<file path="src/rtl/mult_div_unit.sv">
// Iterative signed multiply (radix-2 Booth) / divide (restoring) unit for the
// multi-cycle MIPS datapath; results land in the HI/LO register pair.
module mult_div_unit #(
    parameter int WIDTH = 32,
    parameter int CNT_W = 6
) (
    input  logic             clk,
    input  logic             reset,
    input  logic             start,
    input  logic             op,
    input  logic [WIDTH-1:0] a,
    input  logic [WIDTH-1:0] b,
    output logic [WIDTH-1:0] hi,
    output logic [WIDTH-1:0] lo,
    output logic             busy,
    output logic             done,
    output logic             div0
);

    typedef enum logic [2:0] {
        S_IDLE = 3'd0,
        S_MUL  = 3'd1,
        S_DIV  = 3'd2,
        S_FIX  = 3'd3,
        S_DZ   = 3'd4
    } state_t;

    localparam logic [CNT_W-1:0] LAST_ITER = CNT_W'(WIDTH - 1);

    state_t           state_r, state_s;
    logic [CNT_W-1:0] cnt_r, cnt_s;
    logic             op_r, op_s;
    logic             a_neg_r, a_neg_s;
    logic             b_neg_r, b_neg_s;
    logic [WIDTH-1:0] acc_hi_r, acc_hi_s;
    logic [WIDTH-1:0] acc_lo_r, acc_lo_s;
    logic             q_r, q_s;
    logic [WIDTH-1:0] b_r, b_s;
    logic [WIDTH-1:0] hi_r, hi_s;
    logic [WIDTH-1:0] lo_r, lo_s;
    logic             busy_r, busy_s;
    logic             done_r, done_s;
    logic             div0_r, div0_s;

    logic [WIDTH:0]   booth_s;
    logic [WIDTH:0]   shifted_s;
    logic [WIDTH+1:0] trial_s;

    function automatic logic [WIDTH-1:0] magnitude(input logic [WIDTH-1:0] v);
        return v[WIDTH-1] ? (~v + {{(WIDTH-1){1'b0}}, 1'b1}) : v;
    endfunction

    function automatic logic [WIDTH-1:0] neg_if(input logic [WIDTH-1:0] v, input logic c);
        return c ? (~v + {{(WIDTH-1){1'b0}}, 1'b1}) : v;
    endfunction

    // Booth partial step: sign-extended add/subtract of the multiplicand into P_hi.
    always_comb begin
        booth_s = {acc_hi_r[WIDTH-1], acc_hi_r};
        case ({acc_lo_r[0], q_r})
            2'b01:   booth_s = {acc_hi_r[WIDTH-1], acc_hi_r} + {b_r[WIDTH-1], b_r};
            2'b10:   booth_s = {acc_hi_r[WIDTH-1], acc_hi_r} - {b_r[WIDTH-1], b_r};
            default: booth_s = {acc_hi_r[WIDTH-1], acc_hi_r};
        endcase
    end

    // Restoring-division trial subtract; the extra top bit is the borrow.
    always_comb begin
        shifted_s = {acc_hi_r, acc_lo_r[WIDTH-1]};
        trial_s   = {1'b0, shifted_s} - {2'b00, b_r};
    end

    // Next-state and datapath update for the whole FSM.
    always_comb begin
        state_s  = state_r;
        cnt_s    = cnt_r;
        op_s     = op_r;
        a_neg_s  = a_neg_r;
        b_neg_s  = b_neg_r;
        acc_hi_s = acc_hi_r;
        acc_lo_s = acc_lo_r;
        q_s      = q_r;
        b_s      = b_r;
        hi_s     = hi_r;
        lo_s     = lo_r;
        busy_s   = busy_r;
        done_s   = 1'b0;
        div0_s   = div0_r;
        case (state_r)
            S_IDLE: begin
                if (start) begin
                    op_s     = op;
                    a_neg_s  = a[WIDTH-1];
                    b_neg_s  = b[WIDTH-1];
                    cnt_s    = {CNT_W{1'b0}};
                    acc_hi_s = {WIDTH{1'b0}};
                    acc_lo_s = op ? magnitude(a) : a;
                    b_s      = op ? magnitude(b) : b;
                    q_s      = 1'b0;
                    busy_s   = 1'b1;
                    div0_s   = 1'b0;
                    if (op && (b == {WIDTH{1'b0}})) begin
                        state_s = S_DZ;
                    end else if (op) begin
                        state_s = S_DIV;
                    end else begin
                        state_s = S_MUL;
                    end
                end else begin
                    state_s = S_IDLE;
                end
            end
            S_MUL: begin
                acc_hi_s = booth_s[WIDTH:1];
                acc_lo_s = {booth_s[0], acc_lo_r[WIDTH-1:1]};
                q_s      = acc_lo_r[0];
                cnt_s    = cnt_r + {{(CNT_W-1){1'b0}}, 1'b1};
                if (cnt_r == LAST_ITER) begin
                    state_s = S_FIX;
                end else begin
                    state_s = S_MUL;
                end
            end
            S_DIV: begin
                if (!trial_s[WIDTH+1]) begin
                    acc_hi_s = WIDTH'(trial_s);
                    acc_lo_s = {acc_lo_r[WIDTH-2:0], 1'b1};
                end else begin
                    acc_hi_s = shifted_s[WIDTH-1:0];
                    acc_lo_s = {acc_lo_r[WIDTH-2:0], 1'b0};
                end
                cnt_s = cnt_r + {{(CNT_W-1){1'b0}}, 1'b1};
                if (cnt_r == LAST_ITER) begin
                    state_s = S_FIX;
                end else begin
                    state_s = S_DIV;
                end
            end
            S_FIX: begin
                // Quotient truncates toward zero; remainder follows the dividend's sign.
                if (op_r) begin
                    lo_s = neg_if(acc_lo_r, a_neg_r ^ b_neg_r);
                    hi_s = neg_if(acc_hi_r, a_neg_r);
                end else begin
                    lo_s = acc_lo_r;
                    hi_s = acc_hi_r;
                end
                done_s  = 1'b1;
                busy_s  = 1'b0;
                state_s = S_IDLE;
            end
            S_DZ: begin
                done_s  = 1'b1;
                div0_s  = 1'b1;
                busy_s  = 1'b0;
                state_s = S_IDLE;
            end
            default: begin
                busy_s  = 1'b0;
                state_s = S_IDLE;
            end
        endcase
    end

    // State and output registers with asynchronous active-low clear.
    always_ff @(posedge clk or negedge reset) begin
        if (!reset) begin
            state_r  <= S_IDLE;
            cnt_r    <= {CNT_W{1'b0}};
            op_r     <= 1'b0;
            a_neg_r  <= 1'b0;
            b_neg_r  <= 1'b0;
            acc_hi_r <= {WIDTH{1'b0}};
            acc_lo_r <= {WIDTH{1'b0}};
            q_r      <= 1'b0;
            b_r      <= {WIDTH{1'b0}};
            hi_r     <= {WIDTH{1'b0}};
            lo_r     <= {WIDTH{1'b0}};
            busy_r   <= 1'b0;
            done_r   <= 1'b0;
            div0_r   <= 1'b0;
        end else begin
            state_r  <= state_s;
            cnt_r    <= cnt_s;
            op_r     <= op_s;
            a_neg_r  <= a_neg_s;
            b_neg_r  <= b_neg_s;
            acc_hi_r <= acc_hi_s;
            acc_lo_r <= acc_lo_s;
            q_r      <= q_s;
            b_r      <= b_s;
            hi_r     <= hi_s;
            lo_r     <= lo_s;
            busy_r   <= busy_s;
            done_r   <= done_s;
            div0_r   <= div0_s;
        end
    end

    assign hi   = hi_r;
    assign lo   = lo_r;
    assign busy = busy_r;
    assign done = done_r;
    assign div0 = div0_r;

endmodule

</file>
<file path="config.mk">
export PLATFORM = sky130hd
export DESIGN_NAME = mult_div_unit
export DESIGN_NICKNAME = d
export VERILOG_FILES = /design/src/rtl/mult_div_unit.sv
export SDC_FILE = /design/constraint.sdc
export NUM_CORES = 1
export LEC_CHECK = 0
export ABC_CLOCK_PERIOD_IN_PS = 6600
export CAP_MARGIN = 15
export CORE_UTILIZATION = 41
export CTS_BUF_LIST = sky130_fd_sc_hd__clkbuf_8
export CTS_CLUSTER_DIAMETER = 40
export DETAILED_ROUTE_END_ITERATION = 10
export GPL_TIMING_DRIVEN = 0
export PLACE_DENSITY = 0.67
export RECOVER_POWER = 100
export SKIP_CTS_REPAIR_TIMING = 1
export SYNTH_ARGS = -nofsm -noshare
export SYNTH_HDL_FRONTEND = slang
export SYNTH_SLANG_ARGS = --single-unit
export TNS_END_PERCENT = 10
</file>
<file path="constraint.sdc">
create_clock -name clk -period 6.6 [get_ports clk]
set_input_delay 1.32 -clock clk [delete_from_list [all_inputs] [get_ports clk]]
set_output_delay 1.32 -clock clk [all_outputs]
set_load 0.02 [all_outputs]
</file>
==> impl_metrics.yaml <==
global_routing:
  first_global_vias: 13200
  grt-ovfl-total: 0
  grt_pass1_wl_um: 73500
  antenna_found_initial: 0
  grt_max_degree: 119
  track_usage_pct: 26.3
power:
  p_total_mw: 10.4
  power_density_mw_per_mm2: 625
  p_leak_nw: 7.06
  ir_worst_vdd_mv: 0.225
clock_network:
  cts.sinks: 176
  cts_tree: "built"
  ctsRootBufferMaster: "clkbuf_8"
  clock_path_buffers: 2
  clock_latency_ns: 0.52
  clk_pin_slew_worst_paths_ns: 0.11
  h-tree-depth: 4
  cts_buffers: 17
finish:
  final_common_cell: "nand2_1"
  final_cell_mix: "250 x nand2_1, 225 x o21ai_0, 176 x dfrtp_1"
  n_antenna_cell: 0
  nNetsFinal: 2105
  area.growth.synth_to_final_pct: 15.9
  layout-drive-gt1-share_pct: 2.73
  fillers: 3462
  stdcell_count: 2432
synthesis:
  syn_area_per_cell_um2: 7.92
  syn_area_mm2: 0.0143
  ys.flop_type: "dfrtp_1"
  syn-num-nets: 1951
  ys_ff_latch: 176
  async_reset_ff_share_pct: 100
  seq_area_frac_synth_pct: 30.7
  synth_cell_types: 73
  ys_warn_count: 0
  synth_edf_count: 0
  synthCells: 1810
floorplan:
  rows: 68
  initial_utilization_pct: 41.6
  die_h_um: 189
  io_pins: 135
  die_x_um: 189
  coreArea_mm2: 0.0345
  dieArea_mm2: 0.0357
route:
  firstDrtPassIters: 8
  ant_nets: 0
  via_count: 14100
  post_drt_wl_per_cell_um: 19.3
  drtIter0Drc: 1504
  finalWirelength_um: 46800
  avgViaCountPerCell: 5.79
  drc: 0
timing:
  max_freq_ghz: 0.189
  slew_viol_final: 59
  finalCriticalPeriod_ns: 5.30
  finalHoldViolations: 0
  worst_pin_slew_ns: 3.11
  setup_viol: 0
  fin_crit_sh_pct: 80.3
  rsz0062_at_grt: "false"
  relSlewSlack_pct: -107
  skew_ns: 0.0432
place:
  dp.cells: 2400
  io_buffers: 134
  place_congestion: 0.937
  hpwl_um: 37600
critical_path:
  ff2ff_setup_slack_ns: 1.30
  path_max_fanout: 6
  path_class: "register to register"
  required_ns: 6.95
  worstSetupEndpointType: "register"
  start_kind: "register"
  crit_arrival_ns: 5.65
outcome:
  outcome: "complete, but fails checks"
  violations: "capacitance limit, slew limit"
job:
  drv_cap: 1
min_path:
  hold_path.class: "register to register"
## critical path, cell delays in order (launching register included)
cell and delay, ns:
dfrtp_1 0.49, inv_1 0.15, ha_1 0.21, nand2b_1 0.10, nor3b_1 0.46, nand2_1 0.15
nor4_1 0.76, and3_1 0.35, nor2_1 0.07, xnor2_1 0.23, ha_1 0.34, a21oi_1 0.21
o21bai_1 0.09, a21oi_1 0.24, o21ai_0 0.12, a21o_1 0.19, a221oi_1 0.43, xnor2_1 0.12
a222oi_1 0.32, o211ai_1 0.14
## sequential cells by signal (all words and copies together) (netlist names)
signal,flops
state_r,3
q_r,1
hi,32
acc_lo_r,32
cnt_r,6
op_r,1
div0,1
lo,32
b_r,32
a_neg_r,1
b_neg_r,1
done,1
acc_hi_r,32
busy,1
## final cells by class
cell class	count	area, um2	share of cell area (%)
inverters	70	263	1.58
multi-input cells	1461	9220	55.5
clock inverters	15	170	1.02
well taps	455	569	3.43
clock buffers	17	234	1.41
repair buffers	135	1360	8.20
flip-flops and latches	176	4400	26.5
plain buffers	103	389	2.34
## per-layer routing
metal	vias to the layer above	part of all wire [%]	wire length [um]	global-route usage, %
li1	6820	-	-	-
met1	6632	48	22300	39.2
met4	0	1.6	742	6.30
met3	44	8.3	3880	4.24
met2	591	42	19900	39.3
met5	-	0	0	0
## report_power, final
part / leakage, nW / switching, mW / total [mW] / internal (mW)
clock network: 0.202 / 0.490 / 0.808 / 0.318
logic: 4.62 / 4.62 / 7.43 / 2.81
registers: 2.24 / 0.586 / 2.14 / 1.55
total: 7.06 / 5.70 / 10.4 / 4.68
## cell usage after synthesis (all sizes together) (11+ instances only)
cell type,instances,area (um2)
a211oi,14,105
a21o,30,225
a21oi,132,661
a222oi,27,270
a22oi,14,105
a31oi,22,138
and2,18,113
and3,20,125
clkbuf,96,363
dfrtp,176,4400
ha,71,888
inv,70,263
mux2i,17,170
nand2,250,938
nand3,23,115
nor2,122,458
nor2b,11,68.8
nor3,53,265
nor4,16,121
o211ai,11,82.6
o21ai,229,1150
o31ai,17,128
o41ai,16,148
or3,13,86.3
xnor2,122,1070
xor2,85,744
## final timing paths
check | from | endpoint | depth (start not counted)
max in group asynchronous | reset | hi[9] | 1
min in group asynchronous | reset | hi[25] | 1
worst min-delay path | lo[26] | lo[26] | 2
worst min register to register | lo[26] | lo[26] | 2
worst max register to register | b_r[1] | acc_hi_r[30] | 19
worst max-delay path | b_r[1] | acc_hi_r[30] | 19
## metrics by stage
| stage | hold WS (ns) | setup WS (ns) | utilization, % | instance area (um2) | TNS [ns] |
|---|---|---|---|---|---|
| after floorplan | 0.465 | 2.37 | - | 14300 | 0 |
| after global placement | 0.463 | -3.11 | 47.1 | 16200 | -541.57 |
| after detailed placement | 0.470 | 1.52 | 47.2 | 16300 | 0 |
| after CTS | 0.493 | 1.44 | 48.4 | 16700 | 0 |
| after global routing | 0.507 | 0.977 | 48.2 | 16600 | 0 |
| final | 0.482 | 1.30 | 48.2 | 16600 | 0 |
## cell families (layout without fill, tap and decap cells)
kind of cell,count (synthesis),after routing,share of synthesized area (%)
xor+xnor,207,207,12.6
mux,19,19,1.34
simple gates,572,572,18.3
compound gates,590,590,26.0
fa+ha+maj,73,73,6.48
buf+inv,173,340,4.57
flops,176,176,30.7
Note: power is estimated with default switching activity, not from simulation.
